--- src/rtl/comp_sort4_ctrl.sv ---
// comp_sort4_ctrl: buffers a DEPTH-word burst, bubble-sorts it through one shared 4-bit comparator, then streams it out.
// Optional macro SORT_EARLY_EXIT_EN ends SORT after the first pass that makes no swap.
module comp4 (
   input  logic [3:0] x,
   input  logic [3:0] y,
   output logic       lg,
   output logic       eq,
   output logic       rg
);
   assign lg = x > y;
   assign eq = x == y;
   assign rg = x < y;
endmodule

module comp_sort4_ctrl #(
   parameter int DEPTH = 4,
   parameter int CW    = 3
) (
   input  logic       CLK,
   input  logic       RST_N,
   input  logic       DIR,
   input  logic       IN_VALID,
   output logic       IN_READY,
   input  logic [3:0] IN_DATA,
   output logic       OUT_VALID,
   input  logic       OUT_READY,
   output logic [3:0] OUT_DATA,
   output logic       OUT_LAST,
   output logic       BUSY
);
   typedef enum logic [1:0] {IDLE, LOAD, SORT, DRAIN} state_t;
   localparam logic [CW-1:0] LAST = CW'(DEPTH - 2);
   localparam logic [CW-1:0] TOP  = CW'(DEPTH - 1);
   state_t        state;
   logic [3:0]    mem [2**CW];
   logic [CW-1:0] wr_idx, rd_idx, i, pass, ip1, nx_rd, nx_wr;
   logic          dir_q, lg, eq, rg, swap, done;
   logic [3:0]    first;
   assign ip1   = i + 1'b1;
   assign nx_rd = rd_idx + 1'b1;
   assign nx_wr = wr_idx + 1'b1;
   comp4 u_cmp (.x(mem[i]), .y(mem[ip1]), .lg(lg), .eq(eq), .rg(rg));
   assign swap  = !eq && (dir_q ? rg : lg);
   // the final compare may still move buf[0] when DEPTH is 2
   assign first = (swap && i == '0) ? mem[1] : mem[0];
`ifdef SORT_EARLY_EXIT_EN
   logic swp;
   assign done = pass == LAST || !((i == '0 ? 1'b0 : swp) | swap);
`else
   assign done = pass == LAST;
`endif
   always_ff @(posedge CLK) begin
      if (!RST_N) begin
         state     <= IDLE;
         IN_READY  <= 1'b1;
         OUT_VALID <= 1'b0;
         OUT_LAST  <= 1'b0;
         BUSY      <= 1'b0;
         OUT_DATA  <= '0;
         wr_idx    <= '0;
         rd_idx    <= '0;
         i         <= '0;
         pass      <= '0;
         dir_q     <= 1'b0;
`ifdef SORT_EARLY_EXIT_EN
         swp       <= 1'b0;
`endif
      end else begin
         case (state)
            IDLE: if (IN_VALID) begin
               mem[0] <= IN_DATA;
               dir_q  <= DIR;
               wr_idx <= CW'(1);
               state  <= LOAD;
            end
            LOAD: if (IN_VALID) begin
               mem[wr_idx] <= IN_DATA;
               wr_idx      <= nx_wr;
               if (wr_idx == TOP) begin
                  state    <= SORT;
                  IN_READY <= 1'b0;
                  BUSY     <= 1'b1;
                  pass     <= '0;
                  i        <= '0;
               end
            end
            SORT: begin
               if (swap) begin
                  mem[i]   <= mem[ip1];
                  mem[ip1] <= mem[i];
               end
`ifdef SORT_EARLY_EXIT_EN
               swp <= (i == '0 ? 1'b0 : swp) | swap;
`endif
               if (i == LAST) begin
                  i    <= '0;
                  pass <= pass + 1'b1;
                  if (done) begin
                     state     <= DRAIN;
                     OUT_VALID <= 1'b1;
                     OUT_DATA  <= first;
                     OUT_LAST  <= 1'b0;
                     rd_idx    <= '0;
                  end
               end else
                  i <= ip1;
            end
            DRAIN: if (OUT_READY) begin
               if (OUT_LAST) begin
                  state     <= IDLE;
                  OUT_VALID <= 1'b0;
                  OUT_LAST  <= 1'b0;
                  BUSY      <= 1'b0;
                  IN_READY  <= 1'b1;
               end else begin
                  rd_idx   <= nx_rd;
                  OUT_DATA <= mem[nx_rd];
                  OUT_LAST <= nx_rd == TOP;
               end
            end
            default: state <= IDLE;
         endcase
      end
   end
endmodule
--- config.mk ---
export PLATFORM = sky130hd
export DESIGN_NAME = comp_sort4_ctrl
export DESIGN_NICKNAME = d
export VERILOG_FILES = /design/src/rtl/comp_sort4_ctrl.sv
export SDC_FILE = /design/constraint.sdc
export NUM_CORES = 1
export LEC_CHECK = 0
export CELL_PAD_IN_SITES_DETAIL_PLACEMENT = 1
export CELL_PAD_IN_SITES_GLOBAL_PLACEMENT = 1
export CORE_MARGIN = 10
export CORE_UTILIZATION = 30
export DETAILED_ROUTE_END_ITERATION = 16
export GPL_TIMING_DRIVEN = 0
export PLACE_DENSITY = 0.63
export SETUP_SLACK_MARGIN = 0.4
export SLEW_MARGIN = 25
export SYNTH_ARGS = -nofsm -noshare
export SYNTH_HDL_FRONTEND = slang
export SYNTH_SLANG_ARGS = --single-unit
--- constraint.sdc ---
create_clock -name CLK -period 12.65 [get_ports CLK]
set_input_delay 1.265 -clock CLK [delete_from_list [all_inputs] [get_ports CLK]]
set_output_delay 1.265 -clock CLK [all_outputs]
set_load 0.01 [all_outputs]
# Yosys cells after proc, flatten, opt, wreduce, memory -nomap -nowiden
# Memories as Yosys holds them, arrays and structs flattened. A register that Yosys moved wholly into a read port is not among the register bits.
# Cells that the tools add are included.
dict set report word_totals {
  ff_bits 23
  mem_bits_rw 32
  in_bits 9
  output_inout_bits 8
  elab_cells 120
  mem_count 1
}
dict set report classes {
  add_sub_neg 4
  order_cmp 2
  eq_ne 16
  mux 66
  n_reduce_logical 20
}
# memory depth width rd rd_ports_with_merged_regs write_ports line_no
set mem_list {}
lappend mem_list {mem 8 4 5 1 2 35} ;# logic [3:0] mem [2**CW];
# cell count
set op_table {}
lappend op_table {{two-way mux 3 bit} 14}
lappend op_table {{two-way mux 1 bit} 28}
lappend op_table {{two-way mux 4 bit} 7}
lappend op_table {{one-hot mux 3 bit (2 select lines)} 4}
lappend op_table {{inequality test 2 bit (second input constant)} 8}
lappend op_table {{AND reduction 5 bit} 3}
lappend op_table {{two-way mux 2 bit} 7}
lappend op_table {{adder 3 x 1 -> 3 bit (second input constant)} 4}
lappend op_table {{equality test 3 x 2 -> 1 bit (second input constant)} 4}
lappend op_table {{one-hot mux 1 bit (2 select lines)} 4}
lappend op_table {{one-hot mux 2 bit (4 select lines)} 1}
lappend op_table {{one-hot mux 4 bit (2 select lines)} 1}
lappend op_table {{AND reduction 4 bit} 2}
lappend op_table {{nonzero test 2 bit} 4}
lappend op_table {{OR reduction 4 bit} 2}
lappend op_table {{AND reduction 7 bit} 1}
lappend op_table {{AND reduction 3 bit} 2}
lappend op_table {{equality test 2 bit (second input constant)} 2}
lappend op_table {{equality test 4 bit} 1}
lappend op_table {{> comparator 4 bit} 1}
lappend op_table {{less-than comparator 4 bit} 1}
lappend op_table {{zero test 3 bit} 1}
lappend op_table {{equality test 2 x 1 -> 1 bit (second input constant)} 1}
lappend op_table {{logical AND 1 bit} 2}
lappend op_table {{other kinds (3)} 3}

# Logic depth before layout (Yosys ltp)
# Gate-level depths: netlist of the first run.
# An unclocked memory read counts as a cell.
dict set report depth {
  word_depth 11
  depth_mapped 18
  mapped_depth_nobuf 12
}

# Modules after synthesis
# From an unflattened synthesis of the first run, not the netlist that was laid out.
dict set report unflattened {
  cells_unflattened 381
  hier_area_um2 4070.2
}
# mod n_inst cells_each area_per_inst_um2 seq_area_each_um2
set modules_own_cells {}
lappend modules_own_cells {comp_sort4_ctrl 1 365 3941.3 1481.4}
lappend modules_own_cells {comp4 1 16 128.9 0.0}

# Least setup slack after synthesis of the first run
# No wires, ideal clock.
dict set report synth_timing {
  path_type {register to register}
  start {register i[0]}
  end {memory mem[1][0], enable pin}
  setup_ns 0.343
  t_arrival_ns 4.322
  t_required_ns 12.307
  setup_slack_ns 7.986
  path_stages_with_launch 14
  n_path_buf 3
  synth_period_minus_slack_ns 4.664
  cell_sequence {dfxtp_1 buf_2 clkbuf_1 clkinv_1 ha_1 buf_2 mux4_2 mux2i_1 ha_1 nor2b_1 o211ai_1 a21oi_1 nor3_2 mux2i_1}
}
# item line_no
set synth_rtl {}
lappend synth_rtl {{from (decl)} 36} ;# logic [CW-1:0] wr_idx, rd_idx, i, pass, ip1, nx_rd, nx_wr;
lappend synth_rtl {{from (signal assigned)} 106} ;# i <= ip1;
lappend synth_rtl {{to (decl)} 35}

==> results of run 1 <==
[cell families after synthesis]
group / Yosys count
AO/OA/AOI/OAI: 100
XOR/XNOR: 3
adder cells (fa/ha/maj): 17
buffers and inverters: 34
flip-flops: 58
multiplexers: 72
AND/OR/NAND/NOR: 137
[how the worst max path moves through the flow]
stage	from	endpoint	slack [ps]
floorplan	i[0]	mem[1][0]	7990
global placement	i[0]	mem[1][1]	6790
detailed placement	i[0]	mem[1][1]	6600
CTS	i[0]	mem[1][3]	6540
global route	i[0]	mem[1][3]	6170
finish	i[0]	mem[5][1]	6550
[cell usage after synthesis (all sizes together) (7+ instances only)]
| master | n |
|---|---|
| mux4 | 22 |
| nand2b | 7 |
| inv | 10 |
| dfxtp | 26 |
| ha | 17 |
| clkbuf | 12 |
| mux2 | 13 |
| nor2 | 16 |
| and2 | 12 |
| nand2 | 36 |
| nand3 | 7 |
| nor3 | 11 |
| a21boi | 18 |
| o21ai | 37 |
| and3 | 9 |
| edfxtp | 32 |
| nor2b | 14 |
| buf | 9 |
| a21oi | 24 |
| mux2i | 37 |
[worst max-delay path, delay by kind of cell, from the launching register on]
family / cells / cell delay (ps)
AO/OA/AOI/OAI: 2 / 440
adder cells (fa/ha/maj): 2 / 890
buffers and inverters: 4 / 1370
flip-flops: 1 / 420
multiplexers: 3 / 1770
AND/OR/NAND/NOR: 2 / 840
[metal layers]
layer  part of all wire  up-vias  global-route usage  wire [um]
met1               0.49     1781              0.1665       6098
met5                  0        -                   0          0
met3              0.022       12             0.02397        276
met4              0.013        0             0.03954        161
li1                   -     1639                   -          -
met2               0.48       33              0.2118       6023
[registers in the layout, summed over array words and instances, names as in the netlist, named ones only]
| name | flops |
|---|---|
| OUT_VALID | 1 |
| state | 2 |
| mem | 32 |
| BUSY | 1 |
| OUT_LAST | 1 |
| wr_idx | 3 |
| IN_READY | 1 |
| rd_idx | 3 |
| i | 3 |
| pass | 3 |
| OUT_DATA | 4 |
| dir_q | 1 |
[power groups by stage]
stage / registers, uW / clock network, uW / logic, uW
5_1_grt: 232 / 276 / 234
3_3_place_gp: 233 / 0 / 201
3_5_place_dp: 234 / 0 / 210
2_1_floorplan: 230 / 0 / 149
4_1_cts: 230 / 266 / 211
6_report: 230 / 262 / 211
[cell type report]
class | count | area [um2]
buffer | 21 | 87.58
clock buffer | 10 | 229.0
clock inverter | 6 | 81.33
fill | 1586 | 8951
inverter | 13 | 48.80
multi-input combinational | 329 | 2626
sequential | 58 | 1481
tap | 180 | 225.2
timing repair buffer | 15 | 150.1
[stage by stage]
stage	instance area (um2)	power [uW]	util	hold slack [ps]
CTS	4930	707.7	0.3551	518.6
global route	4930	742.0	0.3551	545.2
global placement	4619	433.3	0.3328	463.7
finish	4930	703.0	0.3551	516.0
floorplan	4244	379.4	-	459.0
detailed placement	4619	444.5	0.3328	499.3
==> impl_metrics.csv, run 1 <==
group,metric,value,unit
logic_synthesis,synth_top_area_frac,0.2264,
power,pwr-share-comb,0.300,
logic_synthesis,synth_top_family_by_area,"multiplexers",
sta,fin_skew,5.320,ps
worst_setup_path,reg2reg_to,"mem[5][1]",
worst_setup_path,startpoint_type,"flop",
clock_tree,clock_latency,330,ps
outcome,status,"completed",
logic_synthesis,synth_nets,447,
place,place_hpwl,9941,um
power,swShare,0.3252,
logic_synthesis,netlist_top_cells_area,"edfxtp_1 (23%), dfxtp_1 (12%), mux4_2 (12%)",
grt,grt_max_degree,11,
power,p_int,474.4,uW
floorplanning,die_area,0.01930,mm2
grt,grt_pass1_wl,20180,um
worst_setup_path,critPathSlowestCell,"nor3_2",
sta,rsz0062_at_grt,"false",
sta,setup_viol,0,
clock_tree,ctsResizeCount,0,
floorplanning,rows,43,
sta,worstMarginPinSlew,995.7,ps
logic_synthesis,synth-edff-count,32,
finish,layout_common_cells,"mux2i_1 (37), o21ai_0 (37), nand2_1 (36)",
floorplanning,die_y,138.9,um
worst_setup_path,cp_cell_sequence,"buf_2 -> clkbuf_1 -> clkinv_1 -> ha_1 -> buf_2 -> mux4_2 -> mux2i_1 -> ha_1 -> nor2b_1 -> o211ai_1 -> a21oi_1 -> nor3_2 -> mux2i_1",
clock_tree,cts_tree,"built",
grt,antenna_found_initial,0,
finish,finalNonFillerCells,632,
finish,syn_to_final_growth,16.16,%
drt,wl_per_cell,19.87,um
drt,routed_wl,12560,um
sta,final-hold-violation-count,0,
drt,via_per_inst,5.483,
drt,num_vias,3465,
logic_synthesis,yosysTopAreaCell,"edfxtp_1",
worst_setup_path,critical_path.max_fanout,10,
logic_synthesis,seq_area_frac_synth,0.3491,
sta,slew_headroom,0.3311,
drt,drtIter0Drc,243,
floorplanning,ios,17,
logic_synthesis,synth-compound-area-share,0.1445,
logic_synthesis,syn-instance-count,421,
worst_setup_path,worst-r2r-setup-slack,6550,ps
sta,tns,0,ps
run,max_cap_violations,0,
grt,grt_pass1_vias,3663,
logic_synthesis,syn-cell-area,0.004244,mm2
floorplanning,die_w,138.9,um
place,dp_cells,616,
sta,setup_slack,6547,ps
floorplanning,coreArea,0.01388,mm2
place,gp_congestion,0.8293,
grt,overflow,0,
logic_synthesis,synthDistinctLibCells,49,
place,dp_slack,6598,ps
finish,nets,473,
power,vdd.ir_drop.worst,0.00008106,V
logic_synthesis,synthSimpleGateAreaFrac,0.1787,
worst_setup_path,worst_setup_path_end_kind,"flop",
worst_hold_path,worstHoldEndpoint,"BUSY",
worst_setup_path,slowest_delay,680,ps
sta,timing.fmax,0.1639,GHz
drt,drc,0,
worst_hold_path,min_from,"BUSY",
clock_tree,cts.sinks,58,
clock_tree,post_cts_buffers,0,
clock_tree,cts_buffers,9,
finish,antennaDiodeCount,0,
clock_tree,cts_htree_levels,3,
drt,antenna_left,0,
power,p_seq_frac,0.327,
worst_setup_path,worstPathRequired,12620,ps
worst_setup_path,worstSetupPathType,"reg2reg",
clock_tree,clkSlewWorstSetupHoldPaths,50,ps
worst_setup_path,cp.arrival,6070,ps
floorplanning,initial_core_util,0.3058,
logic_synthesis,async_flop_share,0,
clock_tree,clockRootBuffer,"clkbuf_16",
drt,dr.pass1.iters,4,
power,p_per_area,142.6,mW/mm2
clock_tree,clock_path_buffers,2,
grt,grt_use_total,0.1288,
power,p_leak,0.001827,uW
place,port-buffer-count,15,
logic_synthesis,synth_fa_ha_area_frac,0.05012,
worst_setup_path,r2r_cells,13,
logic_synthesis,ys_warn_count,0,
worst_hold_path,hold_depth,1,
logic_synthesis,synth-seq-cells,58,
worst_setup_path,r2r-start,"i[0]",
worst_hold_path,hold_class,"reg2reg",
sta,fin_crit,6103,ps
power,clockPowerShare,0.373,
sta,slew_viol_final,0,
logic_synthesis,synth_ff_type,"edfxtp_1",
logic_synthesis,synth_xor_area_frac,0.006191,
finish,layout-drive-gt1-share,0.1394,
power,switchingPower,228.6,uW
logic_synthesis,muxShareOfSynthArea,0.2394,
clock_tree,cts_hold_buf,0,
sta,period_share,0.4824,
logic_synthesis,avgSynthCellArea,10.08,um2
Note: power is estimated with default switching activity, not from simulation.
==> run 2: changes to the inputs <==
--- a/config.mk
+++ b/config.mk
@@ -11,7 +11,7 @@
 export CORE_UTILIZATION = 30
 export DETAILED_ROUTE_END_ITERATION = 16
 export GPL_TIMING_DRIVEN = 0
-export PLACE_DENSITY = 0.63
+export PLACE_DENSITY = 0.65
 export SETUP_SLACK_MARGIN = 0.4
 export SLEW_MARGIN = 25
 export SYNTH_ARGS = -nofsm -noshare
==> constraint.sdc (replaced) <==
create_clock -name CLK -period 5.2 [get_ports CLK]
set_input_delay 0.52 -clock CLK [delete_from_list [all_inputs] [get_ports CLK]]
set_output_delay 0.52 -clock CLK [all_outputs]
set_load 0.01 [all_outputs]
==> run 2 against run 1 <==
Compared with the run above:
- maximum frequency increased by 34%
- die area is the same
- via count up 2.0%
- non-clock buffer count rose by 4
- global-route usage increased by 0.27 points
- combinational power increased to 2.6 times the previous value
- worst setup slack worse by 5900 ps
- hold slack got worse by 25 ps
- register-to-register slack got worse by 5900 ps
- total power up 140%
==> impl_metrics.csv, run 2 (synthesized netlist as in run 1, its figures left out) <==
group,metric,value,unit
outcome,status,"completed",
worst_hold_path,worstHoldEndpoint,"IN_READY",
finish,fillCellCount,1567,
clock_tree,cts_tree,"built",
place,place_hpwl,9931,um
clock_tree,clock_path_buffers,2,
grt,overflow,0,
floorplanning,initial_core_util,0.3058,
worst_setup_path,cp.arrival,4710,ps
drt,drc,0,
power,pwr-share-comb,0.322,
floorplanning,die_area,0.01930,mm2
sta,slew_headroom,0.3210,
power,switchingPower,562.0,uW
grt,grt_pass1_vias,3785,
sta,fin_crit,4544,ps
place,dp_slack,-948.0,ps
worst_setup_path,reg2reg_to,"mem[2][0]",
sta,rsz0062_at_grt,"false",
drt,via_per_inst,5.555,
finish,layout_common_cells,"o21ai_0 (37), nand2_1 (36), edfxtp_1 (32)",
power,p_leak,0.001867,uW
clock_tree,cts_buffers,9,
clock_tree,clock_latency,340,ps
sta,tns,0,ps
drt,routed_wl,12850,um
finish,largestRegisters,"mem x32, OUT_DATA x4",
place,port-buffer-count,15,
drt,drtIter0Drc,162,
finish,antennaDiodeCount,0,
drt,antenna_left,0,
floorplanning,coreArea,0.01388,mm2
worst_setup_path,critPathLaunch,"i[0]",
clock_tree,clkSlewWorstSetupHoldPaths,50,ps
sta,worstMarginPinSlew,1011,ps
finish,ff_latch_area,0.001481,mm2
drt,num_vias,3533,
sta,fin_skew,7.669,ps
power,swShare,0.3332,
drt,wl_per_cell,20.20,um
power,p_per_area,331.9,mW/mm2
floorplanning,ios,17,
grt,antenna_found_initial,0,
worst_setup_path,worst_setup_path_end_kind,"flop",
worst_setup_path,worstSetupPathType,"reg2reg",
run,max_cap_violations,0,
clock_tree,clockRootBuffer,"clkbuf_16",
power,power.total,1687,uW
floorplanning,rows,43,
worst_setup_path,worstPathRequired,5360,ps
sta,timing.fmax,0.2201,GHz
sta,period_share,0.8739,
finish,layout-drive-gt1-share,0.1864,
worst_setup_path,r2r-start,"i[0]",
power,vdd.ir_drop.worst,0.0001508,V
finish,syn_to_final_growth,19.72,%
finish,largest_reg_flops,32,
place,placed_cell_area,0.004619,mm2
place,gp_congestion,0.8648,
clock_tree,cts_htree_levels,3,
sta,setup_viol,0,
floorplanning,die_y,138.9,um
finish,multi_input_area,0.002740,mm2
sta,slew_viol_final,0,
sta,setup_slack,655.6,ps
worst_hold_path,hold_class,"reg2reg",
grt,grt_use_total,0.1315,
worst_setup_path,critical_path.max_fanout,10,
floorplanning,die_w,138.9,um
power,p_seq_frac,0.333,
finish,nets,477,
grt,grt_pass1_wl,20640,um
drt,dr.pass1.iters,4,
worst_hold_path,min_from,"IN_READY",
power,clockPowerShare,0.345,
finish,largest-register,"mem",
finish,final_common_cell,"o21ai_0",
worst_hold_path,hold_depth,2,
clock_tree,cts.sinks,58,
worst_setup_path,worst-r2r-setup-slack,660,ps
sta,final-hold-violation-count,0,
power,p_int,1125,uW
grt,grt_max_degree,11,
worst_setup_path,r2r_cells,16,
clock_tree,cts_hold_buf,0,
finish,fin_area,0.005081,mm2
worst_setup_path,startpoint_type,"flop",
-- run 2: cell count changes in the layout (fill, tap and decap cells not counted), sizes merged --
cell and delta:
buf +4, inv +1, bufinv -1
-- run 2: power groups by stage --
stage / clock (uW) / combinational, uW / sequential, uW
floorplan: 0 / 363 / 560
global route: 611 / 604 / 566
detailed placement: 0 / 509 / 570
global placement: 0 / 490 / 566
finish: 582 / 543 / 561
CTS: 595 / 539 / 561
-- run 2: final cells by class --
| type | count | area share |
|---|---|---|
| multi-input combinational | 329 | 0.5393 |
| timing repair buffer | 19 | 0.03792 |
| inverter | 13 | 0.01010 |
| clock inverter | 6 | 0.01133 |
| tap | 180 | 0.04432 |
| sequential | 58 | 0.2916 |
| buffer | 21 | 0.02044 |
| clock buffer | 10 | 0.04506 |
-- run 2: worst max-delay path: stages, from the launching register on --
cell	delay (ps)
dfxtp_1	430
buf_4	220
clkbuf_4	230
inv_4	80
ha_1	370
buf_4	230
mux4_2	540
mux2i_4	360
ha_1	330
nor2b_1	150
o211ai_1	290
buf_4	190
a21oi_4	70
or2_2	300
clkbuf_1	160
buf_4	210
a21boi_0	190
-- run 2: per-stage QoR --
step	hold WS, ps	util	std cells
after CTS	494.3	0.3627	635
after global routing	531.7	0.3661	636
final	491.1	0.3661	636
after global placement	465.3	0.3328	616
after detailed placement	475.8	0.3328	616
after floorplan	459.0	-	421
-- run 2: metal layers --
| metal | share of wire | global-route usage | vias up |
|---|---|---|---|
| met5 | 0 | 0 | - |
| met4 | 0.016 | 0.05107 | 0 |
| met3 | 0.037 | 0.02637 | 14 |
| met2 | 0.50 | 0.2258 | 65 |
| met1 | 0.44 | 0.1571 | 1809 |
| li1 | - | - | 1645 |
-- run 2: how the worst max path moves through the flow --
stage	cells past startpoint	slack (ps)	end
global placement	13	-750	mem[3][2]
global route	16	430	mem[3][0]
detailed placement	13	-950	mem[3][1]
floorplan	13	540	mem[1][0]
CTS	18	420	mem[3][0]
finish	16	660	mem[2][0]
-- run 2: repair_timing --
action,4_1_cts,5_1_grt
pin swaps,3,3
setup buffers,3,1
resized for setup,23,6
setup endpoints to repair,68,68
==> run 3: changes to the inputs <==
--- a/config.mk
+++ b/config.mk
@@ -8,10 +8,10 @@
 export CELL_PAD_IN_SITES_DETAIL_PLACEMENT = 1
 export CELL_PAD_IN_SITES_GLOBAL_PLACEMENT = 1
 export CORE_MARGIN = 10
-export CORE_UTILIZATION = 30
+export CORE_UTILIZATION = 44
 export DETAILED_ROUTE_END_ITERATION = 16
 export GPL_TIMING_DRIVEN = 0
-export PLACE_DENSITY = 0.65
+export PLACE_DENSITY = 0.85
 export SETUP_SLACK_MARGIN = 0.4
 export SLEW_MARGIN = 25
 export SYNTH_ARGS = -nofsm -noshare
==> run 3 against run 2 <==
Compared with the run above:
- register-to-register slack worse by 20 ps
- critical endpoint is now mem[3][0]
- first-iteration DRC count up 98%
- largest cell class unchanged
- hold slack better by 16 ps
==> impl_metrics.csv, run 3 (synthesized netlist as in run 1, its figures left out) <==
group,metric,value,unit
worst_setup_path,worst-r2r-setup-slack,640,ps
worst_hold_path,hold_depth,2,
worst_setup_path,r2r_cells,14,
sta,setup_viol,0,
floorplanning,die_area,0.01397,mm2
floorplanning,coreArea,0.009328,mm2
sta,fin_crit,4560,ps
place,dp_slack,-841.2,ps
outcome,status,"completed",
worst_hold_path,worstHoldEndpoint,"IN_READY",
power,vdd.ir_drop.worst,0.0001327,V
place,place_hpwl,9625,um
worst_setup_path,worstSetupPathType,"reg2reg",
grt,use_met3,0.02999,
power,p_per_area,313.1,mW/mm2
grt,grt_use_total,0.1940,
power,p_leak,0.001843,uW
clock_tree,clockRootBuffer,"clkbuf_8",
grt,antenna_found_initial,0,
worst_hold_path,hold_class,"reg2reg",
floorplanning,rows,35,
finish,syn_to_final_growth,16.60,%
drt,wl_per_cell,23.01,um
sta,fin_skew,9.010,ps
finish,layout-drive-gt1-share,0.1983,
drt,routed_wl,13530,um
worst_setup_path,r2r-start,"i[0]",
sta,slew_headroom,0.3680,
place,gp_congestion,0.8739,
clock_tree,cts.sinks,58,
grt,grt_busiest_layer,"met2",
grt,grt_pass1_wl,21870,um
finish,nets,480,
finish,largestRegisters,"mem x32, OUT_DATA x4",
floorplanning,die_y,118.2,um
worst_setup_path,startpoint_type,"flop",
worst_hold_path,min_from,"IN_READY",
place,port-buffer-count,15,
grt,grt_pass1_vias,3904,
drt,num_vias,3692,
floorplanning,die_w,118.2,um
worst_setup_path,critical_path.max_fanout,10,
drt,drc,0,
grt,grt_max_degree,11,
sta,timing.fmax,0.2193,GHz
sta,rsz0062_at_grt,"true",
clock_tree,clkSlewWorstSetupHoldPaths,70,ps
sta,worstMarginPinSlew,940.8,ps
drt,drtIter0Drc,321,
worst_setup_path,cp.arrival,4570,ps
finish,largest_reg_flops,32,
clock_tree,cts_buffers,9,
finish,final_common_cell,"o21ai_0",
finish,antennaDiodeCount,0,
clock_tree,clock_latency,360,ps
power,power.total,1549,uW
sta,slew_viol_final,0,
drt,via_per_inst,6.279,
finish,fillCellCount,1032,
clock_tree,cts_htree_levels,3,
grt,use_met1,0.2378,
finish,layout_common_cells,"o21ai_0 (37), nand2_1 (36), edfxtp_1 (32)",
worst_setup_path,worst_setup_path_end_kind,"flop",
grt,gr-usage-met2,0.3317,
run,max_cap_violations,0,
floorplanning,ios,17,
clock_tree,cts_tree,"built",
worst_setup_path,reg2reg_to,"mem[3][0]",
floorplanning,initial_core_util,0.4550,
sta,period_share,0.8769,
drt,antenna_left,0,
clock_tree,clock_path_buffers,2,
worst_setup_path,worstPathRequired,5210,ps
sta,final-hold-violation-count,0,
finish,largest-register,"mem",
sta,setup_slack,640.0,ps
drt,dr.pass1.iters,5,
grt,overflow,0,
==> run 3: cell count changes in the layout (fill, tap and decap cells not counted), moves of 2 or more <==
cell | previous run | this run
buf_4 | 8 | 10
clkbuf_8 | 0 | 9
clkbuf_2 | 0 | 2
clkbuf_16 | 9 | 0
==> run 3: how the worst max path moves through the flow <==
stage | to | cells past startpoint | startpoint
4_1_cts | mem[1][2] | 16 | i[0]
3_5_place_dp | mem[1][1] | 13 | i[0]
2_1_floorplan | mem[1][0] | 13 | i[0]
3_3_place_gp | mem[1][1] | 13 | i[0]
6_report | mem[3][0] | 14 | i[0]
5_1_grt | mem[1][0] | 18 | i[0]
==> run 3: metal layers <==
layer | wire length [um] | part of all wire | vias up
met2 | 6849 | 0.51 | 185
li1 | - | - | 1654
met5 | 0 | 0 | -
met3 | 930 | 0.069 | 43
met4 | 414 | 0.031 | 0
met1 | 5334 | 0.39 | 1810
==> run 3: final cells by class <==
cell class,count,area [um2],share of cell area
Inverter,13,50.05,0.01011
Buffer,21,106.4,0.02149
Clock inverter,6,57.56,0.01163
Multi-Input combinational cell,329,2748,0.5552
Tap cell,129,161.4,0.03262
Sequential cell,58,1483,0.2996
Clock buffer,10,127.6,0.02579
Timing Repair Buffer,22,215.2,0.04349
==> run 3: repair_timing <==
action	4_1_cts	5_1_grt
setup endpoints to repair	68	68
gates resized for setup	22	9
cloned	0	0
setup buffers	3	4
pin swaps	2	2
hold buffers	0	0
==> run 3: where the power goes <==
group          leakage, uW  switching [uW]  internal (uW)
clock network    0.0000974             202            218
logic              0.00125             332            238
registers         0.000500            34.1            525
==> run 3: stage by stage <==
stage / setup TNS, ps / util / instances / hold WS (ps) / instance area [um2]
global placement: -32130 / 0.4884 / 565 / 463.5 / 4556
floorplan: 0 / - / 421 / 459.0 / 4244
detailed placement: -43490 / 0.4884 / 565 / 494.1 / 4556
finish: 0 / 0.5305 / 588 / 507.5 / 4949
global route: 0 / 0.5305 / 588 / 528.1 / 4949
CTS: 0 / 0.5214 / 584 / 511.0 / 4863
==> run 3: critical path, cell delays in order, from the launching register on <==
cell      delay [ps]
dfxtp_2          390
buf_4            200
clkbuf_4         240
clkinv_2         180
ha_4             330
buf_4            190
mux4_2           550
mux2i_4          340
ha_1             330
nor2b_1          150
o211ai_1         310
a21oi_1          170
nor3_4           200
buf_12           170
mux2i_2          440
